`src/rtl/seg_scan_ctrl_if.sv`:
```
// seg_scan_ctrl_if: bundle between the game FSM (master) and the display
// scanner (slave).
//   enable      scan advance enable
//   digit_data  nibble i = digit i value
//   blank_mask  1 = digit i dark
//   flash_mask  1 = digit i flashes
//   load        capture digit_data / blank_mask / flash_mask
//   segout      segments gfedcba, active-low
//   anode_out   digit select, active-low one-hot
//   frame_tick  one-cycle pulse at each frame start
interface seg_scan_ctrl_if #(
   parameter int NUM_DIGITS = 4
);
   logic                      enable;
   logic [4*NUM_DIGITS-1:0]   digit_data;
   logic [NUM_DIGITS-1:0]     blank_mask;
   logic [NUM_DIGITS-1:0]     flash_mask;
   logic                      load;
   logic [6:0]                segout;
   logic [NUM_DIGITS-1:0]     anode_out;
   logic                      frame_tick;

   modport master (
      output enable, digit_data, blank_mask, flash_mask, load,
      input  segout, anode_out, frame_tick
   );

   modport slave (
      input  enable, digit_data, blank_mask, flash_mask, load,
      output segout, anode_out, frame_tick
   );
endinterface

```
`src/rtl/seg_scan_ctrl.sv`:
```
// seg_scan_ctrl: time-multiplexed hex display scanner. One shared decoder
// is walked across NUM_DIGITS digit slots of PRESCALE clocks each. New
// digit data and masks are staged in pending registers and only become
// active at a frame boundary, so a frame is never shown half old/half new.
//   clk   system clock, rising edge
//   rst   synchronous, active-high reset
//   bus   seg_scan_ctrl_if slave modport (inputs from game FSM, pin outputs)
module seg_scan_ctrl #(
   parameter int NUM_DIGITS = 4,
   parameter int PRESCALE   = 50000,
   parameter int FLASH_DIV  = 8
) (
   input  logic             clk,
   input  logic             rst,
   seg_scan_ctrl_if.slave   bus
);
   localparam int PW = $clog2(PRESCALE);
   localparam int IW = $clog2(NUM_DIGITS);
   localparam int FW = (FLASH_DIV > 1) ? $clog2(FLASH_DIV) : 1;
   localparam int DW = 4 * NUM_DIGITS;

   localparam logic [PW-1:0] PS_LAST  = PW'(PRESCALE - 1);
   localparam logic [IW-1:0] IDX_LAST = IW'(NUM_DIGITS - 1);
   localparam logic [FW-1:0] FC_LAST  = FW'(FLASH_DIV - 1);

   function automatic logic [6:0] hex2seg(input logic [3:0] v);
      logic [6:0] s;
      case (v)
         4'h0: s = 7'h40;   4'h1: s = 7'h79;   4'h2: s = 7'h24;   4'h3: s = 7'h30;
         4'h4: s = 7'h19;   4'h5: s = 7'h12;   4'h6: s = 7'h02;   4'h7: s = 7'h78;
         4'h8: s = 7'h00;   4'h9: s = 7'h10;   4'hA: s = 7'h08;   4'hB: s = 7'h03;
         4'hC: s = 7'h46;   4'hD: s = 7'h21;   4'hE: s = 7'h06;   default: s = 7'h0E;
      endcase
      return s;
   endfunction

   logic [PW-1:0]         prescale_q, prescale_d;
   logic [IW-1:0]         index_q, index_d;
   logic [FW-1:0]         frame_cnt_q, frame_cnt_d;
   logic                  phase_q, phase_d;
   logic [DW-1:0]         pend_data_q, pend_data_d;
   logic [NUM_DIGITS-1:0] pend_blank_q, pend_blank_d;
   logic [NUM_DIGITS-1:0] pend_flash_q, pend_flash_d;
   logic                  pend_valid_q, pend_valid_d;
   logic [DW-1:0]         act_data_q, act_data_d;
   logic [NUM_DIGITS-1:0] act_blank_q, act_blank_d;
   logic [NUM_DIGITS-1:0] act_flash_q, act_flash_d;
   logic [6:0]            seg_q, seg_d;
   logic [NUM_DIGITS-1:0] anode_q, anode_d;
   logic                  tick_q, tick_d;

   logic       slot_end, boundary, cur_blank, cur_flash, dark;
   logic [3:0] cur_nib;

   always_comb begin
      prescale_d   = prescale_q;
      index_d      = index_q;
      frame_cnt_d  = frame_cnt_q;
      phase_d      = phase_q;
      pend_data_d  = pend_data_q;
      pend_blank_d = pend_blank_q;
      pend_flash_d = pend_flash_q;
      pend_valid_d = pend_valid_q;
      act_data_d   = act_data_q;
      act_blank_d  = act_blank_q;
      act_flash_d  = act_flash_q;

      slot_end = bus.enable && (prescale_q == PS_LAST);
      boundary = slot_end && (index_q == IDX_LAST);

      if (slot_end) begin
         prescale_d = '0;
         index_d    = (index_q == IDX_LAST) ? '0 : index_q + IW'(1);
      end else if (bus.enable) begin
         prescale_d = prescale_q + PW'(1);
      end

      if (boundary) begin
         frame_cnt_d = (frame_cnt_q == FC_LAST) ? '0 : frame_cnt_q + FW'(1);
         if (frame_cnt_q == FC_LAST) phase_d = ~phase_q;
         // A load landing on the boundary itself goes straight to the
         // active set; any older staged data is dropped with it.
         if (bus.load) begin
            act_data_d  = bus.digit_data;
            act_blank_d = bus.blank_mask;
            act_flash_d = bus.flash_mask;
         end else if (pend_valid_q) begin
            act_data_d  = pend_data_q;
            act_blank_d = pend_blank_q;
            act_flash_d = pend_flash_q;
         end
         pend_valid_d = 1'b0;
      end else if (bus.load) begin
         pend_data_d  = bus.digit_data;
         pend_blank_d = bus.blank_mask;
         pend_flash_d = bus.flash_mask;
         pend_valid_d = 1'b1;
      end

      tick_d = boundary;

      // Output stage looks at the current (pre-advance) slot, hence the
      // one-cycle lag between an index change and the pins.
      cur_nib   = '0;
      cur_blank = 1'b0;
      cur_flash = 1'b0;
      anode_d   = '1;
      for (int i = 0; i < NUM_DIGITS; i++) begin
         if (index_q == IW'(i)) begin
            cur_nib    = act_data_q[4*i +: 4];
            cur_blank  = act_blank_q[i];
            cur_flash  = act_flash_q[i];
            anode_d[i] = 1'b0;
         end
      end
      dark  = cur_blank | (cur_flash & phase_q);
      seg_d = hex2seg(cur_nib);
      if (dark) begin
         seg_d   = 7'h7F;
         anode_d = '1;
      end
   end

   always_ff @(posedge clk) begin
      if (rst) begin
         prescale_q   <= '0;
         index_q      <= '0;
         frame_cnt_q  <= '0;
         phase_q      <= 1'b0;
         pend_data_q  <= '0;
         pend_blank_q <= '0;
         pend_flash_q <= '0;
         pend_valid_q <= 1'b0;
         act_data_q   <= '0;
         act_blank_q  <= '1;
         act_flash_q  <= '0;
         seg_q        <= 7'h7F;
         anode_q      <= '1;
         tick_q       <= 1'b0;
      end else begin
         prescale_q   <= prescale_d;
         index_q      <= index_d;
         frame_cnt_q  <= frame_cnt_d;
         phase_q      <= phase_d;
         pend_data_q  <= pend_data_d;
         pend_blank_q <= pend_blank_d;
         pend_flash_q <= pend_flash_d;
         pend_valid_q <= pend_valid_d;
         act_data_q   <= act_data_d;
         act_blank_q  <= act_blank_d;
         act_flash_q  <= act_flash_d;
         seg_q        <= seg_d;
         anode_q      <= anode_d;
         tick_q       <= tick_d;
      end
   end

   assign bus.segout     = seg_q;
   assign bus.anode_out  = anode_q;
   assign bus.frame_tick = tick_q;
endmodule

```
`src/flat_wrapper.sv`:
```
// flat-port wrapper written by rule: the top's interface ports become plain ports
module seg_scan_ctrl_flat 
#(
   parameter int NUM_DIGITS = 4,
   parameter int PRESCALE   = 50000,
   parameter int FLASH_DIV  = 8
)
  (clk, rst, bus_enable, bus_digit_data, bus_blank_mask, bus_flash_mask, bus_load, bus_segout, bus_anode_out, bus_frame_tick);
  seg_scan_ctrl_if #(.NUM_DIGITS(NUM_DIGITS)) bus_i ();
  input  logic clk;
  input  logic rst;
  input wire logic [$bits(bus_i.enable)-1:0] bus_enable;
  input wire logic [$bits(bus_i.digit_data)-1:0] bus_digit_data;
  input wire logic [$bits(bus_i.blank_mask)-1:0] bus_blank_mask;
  input wire logic [$bits(bus_i.flash_mask)-1:0] bus_flash_mask;
  input wire logic [$bits(bus_i.load)-1:0] bus_load;
  output wire logic [$bits(bus_i.segout)-1:0] bus_segout;
  output wire logic [$bits(bus_i.anode_out)-1:0] bus_anode_out;
  output wire logic [$bits(bus_i.frame_tick)-1:0] bus_frame_tick;
  assign bus_i.enable = bus_enable;
  assign bus_i.digit_data = bus_digit_data;
  assign bus_i.blank_mask = bus_blank_mask;
  assign bus_i.flash_mask = bus_flash_mask;
  assign bus_i.load = bus_load;
  assign bus_segout = bus_i.segout;
  assign bus_anode_out = bus_i.anode_out;
  assign bus_frame_tick = bus_i.frame_tick;
  seg_scan_ctrl #(.NUM_DIGITS(NUM_DIGITS), .PRESCALE(PRESCALE), .FLASH_DIV(FLASH_DIV)) u_core (.clk(clk), .rst(rst), .bus(bus_i));
endmodule
```
`config.mk`:
```
export PLATFORM = sky130hd
export DESIGN_NAME = seg_scan_ctrl_flat
export DESIGN_NICKNAME = d
export VERILOG_FILES = /design/src/rtl/seg_scan_ctrl_if.sv /design/src/rtl/seg_scan_ctrl.sv /design/src/flat_wrapper.sv
export SDC_FILE = /design/constraint.sdc
export NUM_CORES = 1
export LEC_CHECK = 0
export ABC_AREA = 1
export BUFFER_PORTS_ARGS = -buffer_cell sky130_fd_sc_hd__buf_2
export CAP_MARGIN = 15
export CORE_MARGIN = 3
export CORE_UTILIZATION = 59
export CTS_BUF_LIST = sky130_fd_sc_hd__clkbuf_8 sky130_fd_sc_hd__clkbuf_16
export DETAILED_ROUTE_END_ITERATION = 16
export GPL_ROUTABILITY_DRIVEN = 1
export PLACE_DENSITY = 0.82
export SLEW_MARGIN = 20
export SYNTH_ARGS = -nofsm -noshare
export SYNTH_HDL_FRONTEND = slang
export SYNTH_SLANG_ARGS = --single-unit
```
`constraint.sdc`:
```
create_clock -name clk -period 2.45 [get_ports clk]
set_clock_uncertainty 0.1 [all_clocks]
set_input_delay 0.245 -clock clk [delete_from_list [all_inputs] [get_ports clk]]
set_output_delay 0.245 -clock clk [all_outputs]
set_load 0.05 [all_outputs]
```
==> results.toml <==
[status]
status = "finished clean"

[clock_network]
clock_sinks = 83
clockBufferDepth = 2
insertion_delay_ns = 0.36
cts_setup_buffers = 0
cts_tree = "built"
cts.hold.buffers_added = 0
path_clk_slew_ns = 0.08
cts.htree.levels = 3
cts-resized-gates = 0
cts_root_buf = "clkbuf_8"
cts_buffers = 9

[final_layout]
design_area_um2 = 4620
drive_above_1_share = 0.116
finalNetCount = 677
final_common_cell = "nand2_1"
diodes = 0
syn2layout_area_growth_pct = 10.4
final_cell_mix = "nand2_1 (155), nor2_1 (137), dfxtp_1 (83), inv_1 (50), nand3_1 (42)"

[place]
place_area_um2 = 4410
port_buffers = 39
place_congestion = 0.866
dp_hpwl_um = 6370

[drt]
vias = 3746
route.antenna.remaining_nets = 0
routedWlPerCell_um = 11.7
via_per_inst = 5.09
detail_route.iter0.violations = 193
routed_wl_um = 8580
drt-pass1-iter-count = 4
drc_errors = 0

[synth]
synth-edff-count = 0
synthFlopType = "dfxtp_1"
yosysTopAreaCell = "dfxtp_1"
syn_area_per_cell_um2 = 6.90
synth_top_area_share = 0.397
synth.distinct_cells = 32
async_reset_ff_frac = 0
ys_warn_count = 0
synth_area_leaders = "dfxtp_1 (40%), nand2_1 (14%), nor2_1 (12%)"
synth_fp_nets = 648
synthCells = 607
syn_area_um2 = 4190
synth_seq_area_share = 0.397
synth_seq_cells = 83

[global_route]
overflow = 0
grt_pass1_vias = 3591
grtUsageTotal = 0.226
antenna_found_initial = 0
grt_pass1_wl_um = 15400
grt_max_degree = 46

[min_path]
hold_class = "primary input to register"

[sta]
finalSetupTns_ns = 0
worst_pin_slew_ns = 0.663
rsz0062_at_grt = "no"
post-route-period-util = 0.913
fin_crit_ns = 2.24
relSlewSlack = 0.558
hold_viol = 0
fmax_mhz = 447
setup-violations-final = 0
finalMaxSlewViolations = 0

[run]
max_cap_violations = 0

[floorplanning]
initial_utilization = 0.613
die-area_um2 = 8150
chipWidth_um = 90.3
core_area_um2 = 6830
fp-row-count = 30
die_height_um = 90.3
ioPinCount = 40

[pwr]
p_leak_nw = 2.16
irDropWorstVdd_v = 0.000330
p_per_area_nw_per_um2 = 573

[setup_path]
critPathMaxFanout = 10
cp.arrival_ns = 2.39
endpoint_kind = "register"
worst_setup_path_start_kind = "register"
worst-setup-path-type = "register to register"
critPathRequiredTime_ns = 2.61
## stage by stage
stage                      util  total power [mW]  cells  setup slack, ns  hold WS (ns)
after floorplan               -              1.56    607            0.229         0.223
after global placement    0.645              1.60    721            0.406         0.334
after detailed placement  0.645              1.61    721            0.254         0.347
after CTS                 0.677              2.67    736            0.221       0.00410
after global routing      0.677              2.75    736           0.0409        0.0132
final                     0.677              2.65    736            0.213       0.00811
## final cells by class
| class | count | area [µm²] |
|---|---|---|
| tap | 96 | 120 |
| fill | 610 | 2210 |
| inverter | 52 | 195 |
| clock buffer | 9 | 124 |
| sequential | 83 | 1660 |
| clock inverter | 6 | 90.1 |
| multi-input combinational | 443 | 2180 |
| timing repair buffer | 47 | 255 |
## power by group
part	switching, mW	internal [mW]	total, mW
clock	0.496	0.571	1.07
sequential	0.0159	1.38	1.40
combinational	0.111	0.0730	0.184
## flip-flops by register name (all words and copies together) (netlist names)
| register | flops |
|---|---|
| u_core.act_data_q | 16 |
| u_core.pend_data_q | 16 |
| u_core.prescale_q | 16 |
| u_core.bus.segout | 7 |
| u_core.act_blank_q | 4 |
| u_core.act_flash_q | 4 |
| u_core.bus.anode_out | 4 |
| u_core.pend_blank_q | 4 |
| u_core.pend_flash_q | 4 |
| u_core.frame_cnt_q | 3 |
| u_core.index_q | 2 |
| u_core.bus.frame_tick | 1 |
| u_core.pend_valid_q | 1 |
| u_core.phase_q | 1 |
## layer usage
layer / up-vias / GRT usage / wire (µm)
met5: - / 0 / 0
met4: 0 / 0.0918 / 201
met3: 18 / 0.0458 / 290
met2: 57 / 0.383 / 4090
met1: 1702 / 0.282 / 4000
li1: 1969 / - / -
## logic make-up after synthesis
group,share of synthesized area
XOR/XNOR,0.0188
multiplexers,0.0478
buffers and inverters,0.0837
adder cells (fa/ha/maj),0.0388
AO/OA/AOI/OAI,0.0329
AND/OR/NAND/NOR,0.381
flip-flops,0.397
## cell usage after synthesis (3+ instances only)
cell / number
xnor2_1: 4
nand4_1: 23
o21ai_0: 9
nand3b_1: 3
nor2_1: 137
nor3_1: 3
a21oi_1: 14
inv_1: 50
nand3_1: 42
buf_6: 4
mux2i_1: 20
dfxtp_1: 83
xor2_1: 5
nand2_1: 155
ha_1: 13
buf_1: 5
clkbuf_1: 7
buf_2: 12
## worst max-delay path: stages, from the launching register on
cell and delay (ns):
dfxtp_1 0.37, inv_1 0.09, ha_1 0.31, nor2_1 0.23, nand2_1 0.10, nand2_1 0.07
nand2_1 0.05, nand2_1 0.11, inv_1 0.12, ha_1 0.31, nand2_1 0.07, nor2_1 0.04
nor2_1 0.11, nand2_1 0.06
## worst paths after layout
kind,from,endpoint,slack [ns],depth (start not counted)
worst max-delay path,u_core.index_q[1],u_core.bus.segout[1],0.21,13
worst min register to register,u_core.frame_cnt_q[2],u_core.frame_cnt_q[2],0.36,2
worst min-delay path,rst,u_core.index_q[1],0.008,2
worst max register to register,u_core.index_q[1],u_core.bus.segout[1],0.21,13
No activity file was read; power rests on OpenSTA's default activity.
